===== src/rtl/instr_fetch.sv =====
// Instruction-fetch stage: owns the PC, keeps at most one imem request in flight,
// and feeds the IF/ID register through a one-entry skid buffer for ID stalls.
module instr_fetch #(
  parameter logic [31:0] RESET_PC = 32'h0000_0000,
  parameter logic [31:0] PC_STEP  = 32'd1
) (
  input  logic        clk,
  input  logic        rst_n,
  output logic        imem_req,
  output logic [31:0] imem_addr,
  input  logic        imem_ack,
  input  logic [31:0] imem_rdata,
  input  logic        stall,
  input  logic        redirect,
  input  logic [31:0] redirect_pc,
  output logic [31:0] pc_out,
  output logic [31:0] inst_out,
  output logic        inst_valid
);

  typedef enum logic {FETCH = 1'b0, HOLD = 1'b1} state_t;

  state_t      state;
  logic [31:0] req_pc;
  logic [31:0] target_pc;
  logic [31:0] skid_pc;
  logic [31:0] skid_inst;
  logic        discard;
  logic        out_free;

  // Request is gated by rst_n so it drops immediately on reset and rises right after release.
  assign imem_req  = rst_n && (state == FETCH);
  assign imem_addr = req_pc;
  assign out_free  = !stall || !inst_valid;

  // PC, skid and IF/ID output registers; a redirect overrides every other transition.
  always_ff @(posedge clk or negedge rst_n) begin
    if (!rst_n) begin
      state      <= FETCH;
      req_pc     <= RESET_PC;
      target_pc  <= RESET_PC;
      discard    <= 1'b0;
      skid_pc    <= 32'h0000_0000;
      skid_inst  <= 32'h0000_0000;
      pc_out     <= 32'h0000_0000;
      inst_out   <= 32'h0000_0000;
      inst_valid <= 1'b0;
    end else if (redirect) begin
      state      <= FETCH;
      inst_valid <= 1'b0;
      // An unanswered request pins imem_addr; park the target until that ack is dropped.
      if (state == FETCH && !imem_ack) begin
        target_pc <= redirect_pc;
        discard   <= 1'b1;
      end else begin
        req_pc    <= redirect_pc;
        discard   <= 1'b0;
      end
    end else begin
      case (state)
        FETCH: begin
          if (imem_ack && discard) begin
            req_pc  <= target_pc;
            discard <= 1'b0;
            if (!stall) begin
              inst_valid <= 1'b0;
            end
          end else if (imem_ack) begin
            req_pc <= req_pc + PC_STEP;
            if (out_free) begin
              pc_out     <= req_pc;
              inst_out   <= imem_rdata;
              inst_valid <= 1'b1;
            end else begin
              skid_pc   <= req_pc;
              skid_inst <= imem_rdata;
              state     <= HOLD;
            end
          end else if (!stall) begin
            inst_valid <= 1'b0;
          end
        end
        HOLD: begin
          if (!stall) begin
            pc_out     <= skid_pc;
            inst_out   <= skid_inst;
            inst_valid <= 1'b1;
            state      <= FETCH;
          end
        end
        default: begin
          state <= FETCH;
        end
      endcase
    end
  end

endmodule

===== config.mk =====
export PLATFORM = sky130hd
export DESIGN_NAME = instr_fetch
export DESIGN_NICKNAME = d
export VERILOG_FILES = /design/src/rtl/instr_fetch.sv
export SDC_FILE = /design/constraint.sdc
export NUM_CORES = 1
export LEC_CHECK = 0
export ABC_AREA = 1
export CAP_MARGIN = 0
export CELL_PAD_IN_SITES_DETAIL_PLACEMENT = 0
export CELL_PAD_IN_SITES_GLOBAL_PLACEMENT = 2
export CORE_ASPECT_RATIO = 0.6
export CORE_MARGIN = 3
export CORE_UTILIZATION = 31
export DETAILED_ROUTE_END_ITERATION = 7
export GPL_TIMING_DRIVEN = 0
export PLACE_DENSITY = 0.83
export SLEW_MARGIN = 30
export SYNTH_ARGS = -nofsm -noshare
export SYNTH_HDL_FRONTEND = slang
export SYNTH_SLANG_ARGS = --single-unit
export TNS_END_PERCENT = 5

===== constraint.sdc =====
create_clock -name clk -period 2 [get_ports clk]
set_input_delay 0.3 -clock clk [delete_from_list [all_inputs] [get_ports clk]]
set_output_delay 0.3 -clock clk [all_outputs]
set_load 0.05 [all_outputs]

* Yosys cells after proc, flatten, opt, wreduce, memory -nomap -nowiden
Index checks and enable logic that the tools add are counted.
** Cells by class
- Add/subtract/negate cells :: 1
- Eq/ne operators :: 8
- Muxes and demuxes :: 32
- Bitwise logic cells :: 4
- Reductions and logical operators :: 15
** Operators with widths (count)
- two-way mux 32 bit :: 13
- one-hot mux 32 bit (2 select lines) :: 2
- adder 32 x 1 -> 32 bit (second input constant) :: 1
- two-way mux 1 bit :: 15
- inequality test 2 bit (second input constant) :: 6
- AND reduction 5 bit :: 2
- AND reduction 2 bit :: 3
- inequality test 5 x 4 -> 1 bit (second input constant) :: 1
- NOT 1 bit :: 4
- one-hot mux 1 bit (2 select lines) :: 2
- logical AND 1 bit :: 3
- logical NOT 1 bit :: 3
- inequality test 3 bit (second input constant) :: 1
- AND reduction 3 bit :: 1
- nonzero test 3 bit :: 1
- nonzero test 2 bit :: 1
- logical OR 1 bit :: 1
** Storage, ports and cells
- Register bits after elaboration :: 195
- Input port bits :: 69
- Output and inout bits :: 98

* Depth between registers and ports, before layout
Gate-level depths: netlist (run 1).
- Word-level depth :: 7
- Depth in mapped cells :: 11
- Mapped depth without buffers :: 11

* Worst setup path before layout (run 1)
OpenSTA, ideal clock, no wires.
- Path kind :: register to register
- From :: register req_pc[1], in the netlist imem_addr[1]
- To :: register req_pc[20], in the netlist imem_addr[20]
- Setup time :: 0.118 ns
- Data arrival time :: 1.810 ns
- Data required time :: 1.882 ns
- Setup slack :: 0.072 ns
- Cell stages (with the launch flop) :: 11
- Buffers on the path :: 0
- Cells stage by stage :: dfrtp_1 -> ha_1 -> nand2_1 -> nor2_1 -> nand2_2 -> nor2_2 -> nand3_1 -> nand3_1 -> nand2_1 -> nand2_1 -> nand2_1
** On the way
- Cells in the longest elaborated chain, start to end :: 5
** Ends and longest elaborated chain
- start: declaration :: RTL line 24 : logic [31:0] req_pc;
- start signal: assignment :: RTL line 56 : req_pc <= redirect_pc;
- start signal: assignment :: RTL line 63 : req_pc <= target_pc;
- start signal: assignment :: RTL line 69 : req_pc <= req_pc + PC_STEP;
- adder 32 x 1 -> 32 bit :: RTL line 69
- two-way mux 32 bit :: RTL line 68 : end else if (imem_ack) begin
- two-way mux 32 bit :: RTL line 62 : if (imem_ack && discard) begin
- two-way mux 32 bit :: RTL line 60 : case (state)
- two-way mux 32 bit :: RTL line 48 : end else if (redirect) begin
No other way between the ends. The select of a mux whose other input is x is not followed.
A chain may end at the register's enable or synchronous reset.

* Worst setup path in the final report (run 1)
- From :: register pc_out[19]
- To :: output pc_out[19]
** RTL lines
- start: declaration :: RTL line 16 : output logic [31:0] pc_out,
- start signal: assignment :: RTL line 71 : pc_out <= req_pc;
- start signal: assignment :: RTL line 85 : pc_out <= skid_pc;
No word-level cell between the ends.

==> metrics.csv, run 1 <==
metric;value;unit
outcome;complete, but fails checks;
violated checks;hold timing;
DPL Wire Length;24240;um
Antenna Violating Nets Remaining;0;
Peak Freq;512.5;MHz
clk_skew;0.008576;ns
fin nets;1423;
share of Yosys cell area claimed by the top area cell type;52.48;%
Die W;229.6;um
clock sink total;195;
Worst-Margin Slew;0.8261;ns
minimum clock period;1.951;ns
pwr dens;1070;nW/um^2
Post-Place Cells;1731;
largest net degree at the start of global routing;85;
CTS tree;built;
number of CTS-inserted buffers;17;
Finished Layout Cells;1766;
most common cell in the netlist;nand2_1;
drt first pass iters;5;
nature of the critical path endpoint;output pin;
Post-CTS Repair Setup Buffers;0;
Post-Synth Simple-Gate Area;24.51;%
crit path kind;flip-flop to output pin;
asr flop ratio synth;100.0;%
post-synthesis adder-cell area fraction;0.1346;%
Layout area overhead;30.92;%
post-synthesis sequential area ratio;52.48;%
Ys Warns;0;
fin area;12170;sq um
Yosys top cell by area;dfrtp_1;
CP bufs+invs;1;
headroom to the max-slew limit;44.93;%
Worst path top cell family by delay;buffers and inverters;
ranking of synthesized cells by area;dfrtp_1 (52%), nand2_1 (17%), o21ai_0 (4.7%);
Vias;8562;
Tcrit/Tclk final;97.55;%
WL/cell;18.34;um
initial core utilization;31.92;%
CP cell instances;clkdlybuf4s50_1;
worst hold slack;-0.1570;ns
antenna violations before repair;0;
Hold Path Class;primary input to asynchronous set/reset pin;
number of port buffers;166;
Post-CTS Hold Fix Bufs;3;
synthesized area per cell;7.995;sq um
RSZ-0062 raised after global routing;yes;
Max Slew Vio Count;0;
main combinational cell family by area after synthesis;simple AND/OR/NAND/NOR gates;
Worst path slowest cell;clkdlybuf4s50_1;
H-tree depth;4;
Vias/cell;4.848;
Synth Area in Compound Gates;11.44;%
Inserted Diodes;0;
Synth top cells by count;nand2_1 (412), dfrtp_1 (195), nor2_1 (110);
cell chosen for the clock root;clkbuf_16;
DRC;0;
Clock Path Buffers;2;
CP Launch Type;flip-flop;
Final Hold Fails;147;
Cell variety after synth;26;
Die H;140.1;um
CP Data Required Time;1.70;ns
Main synth FF type;dfrtp_1;
Gate Count Post-Synth;1163;
first-pass GRT wire length;49640;um
GRT overflow;0;
Worst-Skew Late Latency;0.45;ns
leakage power;5.669;nW
Ports;167;
crit-path max cell delay;0.82;ns
layout cells sized above 1;9.444;%
Die Area;32170;sq um
Placeable Area;29130;sq um
Cell Area, Placed;11520;sq um
Synth Cell Area;9298;sq um
Max Cap Viol;0;
vias in the first global route;8247;
endpoints failing setup;0;
All-Layer GR Usage;20.27;%
CP Max Fanout;2;
placer congestion estimate;0.8469;
xor/xnor share of the synthesized area;0.1884;%
clk slew on worst S/H paths;0.08;ns
setup TNS;0;ns
Max VDD drop;0.0004269;V
Synth Register Bits;195;
Total Wirelength;32390;um
EDFF count, synth;0;
row cnt;48;
initial DRC count;579;
WP data arrival;1.65;ns
Post-Syn Nets;1233;
post-synthesis mux area share;4.602;%
through the flow:
step | worst slack, ns | total power [mW] | util (%)
floorplan | 0.07169 | 8.036 | -
global placement | -8.226 | 9.702 | 39.34
detailed placement | -0.5218 | 9.764 | 39.55
CTS | -0.2686 | 13.15 | 41.64
global route | -0.1042 | 13.69 | 41.79
finish | 0.04895 | 13.02 | 41.79
power by group:
part	internal [mW]	switching (mW)
sequential	4.82	0.693
clock	1.75	1.71
combinational	1.37	2.68
cell usage in the layout (no fill, tap or decap), types with 2 or more instances in the layout:
cell type,instances
buf_16,4
clkinvlp_4,6
nor2_1,105
o21ai_0,87
dfrtp_2,4
buf_2,24
clkbuf_16,17
mux2_2,38
dlygate4sd2_1,42
buf_1,2
clkdlybuf4s50_1,117
clkbuf_1,28
xor2_1,2
clkinv_4,2
nor2_2,4
dfrtp_1,191
o21ai_1,2
nor2_4,6
a31oi_1,65
inv_1,85
inv_6,5
nand3_1,51
a21oi_1,35
buf_4,6
dlymetal6s2s_1,5
nand2_1,412
o211ai_1,3
clkbuf_2,5
cells by family (layout without fill, tap and decap cells):
| group | count (synthesis) | after routing |
|---|---|---|
| AND/OR/NAND/NOR | 582 | 582 |
| flip-flops | 195 | 195 |
| AO/OA/AOI/OAI | 194 | 194 |
| buffers and inverters | 151 | 354 |
| multiplexers | 38 | 38 |
| XOR/XNOR | 2 | 2 |
| adder cells (fa/ha/maj) | 1 | 1 |
cell type report:
| class | instances | area (sq um) |
|---|---|---|
| clock buffers | 17 | 425.4 |
| repair buffers | 171 | 1742 |
| fillers | 3016 | 16960 |
| inverters | 87 | 330.3 |
| multi-input cells | 817 | 3842 |
| clock inverters | 15 | 150.1 |
| plain buffers | 64 | 297.8 |
| well taps | 400 | 500.5 |
| flip-flops and latches | 195 | 4885 |
per-layer routing:
layer	global-route usage [%]	vias up	routed length, um
li1	-	4132	-
met1	31.06	4198	16740
met2	28.94	205	13370
met3	4.187	27	1833
met4	5.110	0	439
met5	0	-	0
registers in the layout (all words and copies together) (netlist names):
register	cells
skid_pc	32
imem_addr	32
pc_out	32
inst_valid	1
target_pc	32
inst_out	32
state	1
discard	1
skid_inst	32
timing repair:
item | in CTS | in global routing
pin swaps | 1 | 0
cloned | 0 | 0
endpoints found under the hold margin | 48 | 147
setup endpoints to repair | 55 | 47
gates resized for setup | 51 | 25
worst reg2reg max path, delay by kind of cell (launching register included):
| kind | cells | cell delay [ns] |
|---|---|---|
| buffers and inverters | 5 | 1.03 |
| AND/OR/NAND/NOR | 4 | 0.52 |
| flip-flops | 1 | 0.32 |
final timing paths:
kind | start | end | slack (ns) | cells past startpoint
max | pc_out[19] | pc_out[19] | 0.05 | 1
min | rst_n | target_pc[0] | -0.16 | 2
max reg2reg | state | imem_addr[15] | 0.08 | 9
min reg2reg | target_pc[27] | target_pc[27] | 0.49 | 2
max in group asynchronous | rst_n | imem_addr[22] | 1.15 | 4
min in group clk | redirect_pc[27] | target_pc[27] | 0.42 | 3
No activity file was read; power rests on OpenSTA's default activity.
==> run 2, diff against run 1 <==
--- a/config.mk
+++ b/config.mk
@@ -9,7 +9,6 @@
 export CAP_MARGIN = 0
 export CELL_PAD_IN_SITES_DETAIL_PLACEMENT = 0
 export CELL_PAD_IN_SITES_GLOBAL_PLACEMENT = 2
-export CORE_ASPECT_RATIO = 0.6
 export CORE_MARGIN = 3
 export CORE_UTILIZATION = 31
 export DETAILED_ROUTE_END_ITERATION = 7
==> run 2 against run 1 <==
  * The flow now finishes without violations
  * Total power is 0.85% lower
  * Worst hold slack better by 0.28 ns
  * First-iteration DRC count decreased by 15%
  * Register-to-register slack improved by 0.09 ns
  * Highest routed layer unchanged
==> metrics.csv, run 2 (same netlist as run 1, synthesis figures left out) <==
metric;value;unit;change
outcome;finished, final reports clean;;
DR WL met2;13620;um;+1.9%
drt first pass iters;5;;unchanged
antenna violations before repair;0;;unchanged
row cnt;62;;+29%
endpoints failing setup;0;;unchanged
Max VDD drop;0.0005384;V;+26%
post-layout util;42.09;%;+0.30 points
CP Data Required Time;1.70;ns;about the same
Die W;179.2;um;-22%
H-tree depth;4;;unchanged
Hold Path Class;primary input to asynchronous set/reset pin;;
CP cell instances;clkdlybuf4s50_1;;
worst slack at placement;-0.8492;ns;-0.3275 ns
Max Cap Viol;0;;unchanged
clock sink total;195;;unchanged
met1 WL;14280;um;-15%
first-pass GRT wire length;46710;um;-5.9%
largest net degree at the start of global routing;59;;-31%
DPL Wire Length;22160;um;-8.6%
WP data arrival;1.65;ns;about the same
most frequent cells in the layout;nand2_1 (411), dfrtp_1 (190), clkdlybuf4s50_1 (131);;
DRC;0;;unchanged
Clock Path Buffers;2;;unchanged
Worst Reg-to-Reg Cells;9;;unchanged
Die H;179.2;um;+28%
setup TNS;0;ns;unchanged
Total Wirelength;29600;um;-8.6%
Vias;8127;;-5.1%
CP Launch Type;flip-flop;;
Net Sw Frac;38.60;%;-0.43 points
Final Hold Fails;0;;-100%
clk_skew;0.01190;ns;+0.003327 ns
Layout area overhead;32.04;%;
headroom to the max-slew limit;51.79;%;+6.9 points
Worst-Skew Late Latency;0.44;ns;about the same
Highest Signal Layer;met4;;
Vias/cell;4.625;;-4.6%
Fill cells;3049;;+1.1%
commonest non-fill, non-tap cell in the layout;nand2_1;;
crit path kind;flip-flop to output pin;;
Peak Freq;513.1;MHz;+0.11%
placer congestion estimate;0.7862;;-7.2%
Die Area;32110;sq um;-0.21%
Internal;7.926;mW;-0.14%
number of CTS-inserted buffers;17;;unchanged
register area;4886;sq um;about the same
WL/cell;16.85;um;-8.1%
Met3 Wirelength;1224;um;-33%
CP bufs+invs;1;;unchanged
minimum clock period;1.949;ns;-0.002147 ns
R2R Path Start;imem_addr[0];;
leakage power;5.709;nW;+0.71%
total power;12.91;mW;-0.85%
Antenna Violating Nets Remaining;0;;unchanged
clk slew on worst S/H paths;0.08;ns;about the same
layout cells sized above 1;9.760;%;+0.32 points
GRT overflow;0;;unchanged
Max Slew Vio Count;0;;unchanged
pwr dens;1052;nW/um^2;-1.7%
Worst path top cell family by delay;buffers and inverters;;
Ports;167;;unchanged
FF-to-FF setup slack;0.17;ns;+0.09 ns
All-Layer GR Usage;19.03;%;-1.2 points
nature of the critical path endpoint;output pin;;
Sw Pwr;4.984;mW;-1.9%
number of port buffers;166;;unchanged
Comb power frac;31.8;%;+0.7 points
Worst-Margin Slew;0.7231;ns;-0.1030 ns
Setup WS post-layout;0.05110;ns;+0.002147 ns
Worst path slowest cell;clkdlybuf4s50_1;;
clock share of power;25.8;%;-0.7 points
initial core utilization;31.88;%;-0.044 points
CTS tree;built;;
fin nets;1430;;+0.49%
Tcrit/Tclk final;97.45;%;-0.11 points
initial DRC count;494;;-15%
reg2reg end;imem_addr[9];;
Inserted Diodes;0;;unchanged
crit-path max cell delay;0.85;ns;+0.03 ns
multi-input combinational cell area;3832;sq um;-0.26%
Seq pwr share;42.4;%;about the same
vias in the first global route;8102;;-1.8%
Placeable Area;29170;sq um;+0.14%
RSZ-0062 raised after global routing;yes;;
CP Max Fanout;2;;unchanged
cell chosen for the clock root;clkbuf_16;;
run 2: cell types whose count changed in the layout (fill, tap and decap cells not counted), sizes merged, moves of 2 or more:
cell / delta
clkbuf: +3
buf: +4
dlygate4sd2: -9
dlymetal6s2s: -5
clkdlybuf4s50: +14
clkinvlp: -2
clkinv: +2
run 2: how the worst max path moves through the flow:
stage               cells after the start       endpoint          from
global placement                        1    inst_out[3]         rst_n
finish                                  1     pc_out[31]    pc_out[31]
global route                            8    skid_pc[24]         state
detailed placement                      6       imem_req         rst_n
CTS                                     7       imem_req         rst_n
floorplan                              10  imem_addr[20]  imem_addr[1]
run 2: cell type report:
type / instances / share of cell area [%]
buffer: 64 / 2.436
inverter: 87 / 2.691
clock buffer: 19 / 3.608
clock inverter: 13 / 0.9886
multi-input combinational: 817 / 31.22
tap: 384 / 3.914
timing repair buffer: 178 / 15.35
sequential: 195 / 39.80
run 2: what timing repair did:
item,in CTS,in global routing
gates resized for setup,44,23
hold buffers,8,0
buffers inserted,0,1
gates cloned,1,0
pin swaps,0,1
endpoints found under the hold margin,58,0
setup endpoints to repair,37,39
run 2: through the flow:
step	instances	cell area, sq um	hold WS (ns)
floorplan	1163	9298	0.004409
global placement	1713	11440	0.4655
detailed placement	1715	11500	0.2734
CTS	1756	12220	0.4250
global route	1757	12280	0.1475
finish	1757	12280	0.1240
run 2: worst reg2reg max path, cell delays in order, from the launching register on:
cell and delay, ns:
dfrtp_2 0.45, inv_1 0.12, nor2_1 0.23, nand2_2 0.17
nor2_2 0.30, nand2_1 0.09, nand3_1 0.11, nand3_1 0.07
nand2_1 0.07, o21ai_0 0.07
run 2: power groups by stage:
stage	Sequential [mW]	Combinational, mW	Clock, mW
final	5.48	4.11	3.33
after global routing	5.61	4.46	3.57
after CTS	5.48	4.15	3.42
after detailed placement	5.56	4.16	0
after global placement	5.54	4.12	0
after floorplan	6.79	1.25	0
run 2: per-layer routing:
layer,global-route usage [%],up-vias
li1,-,4146
met1,26.65,3791
met2,30.66,164
met3,3.283,26
met4,4.768,0
met5,0,-
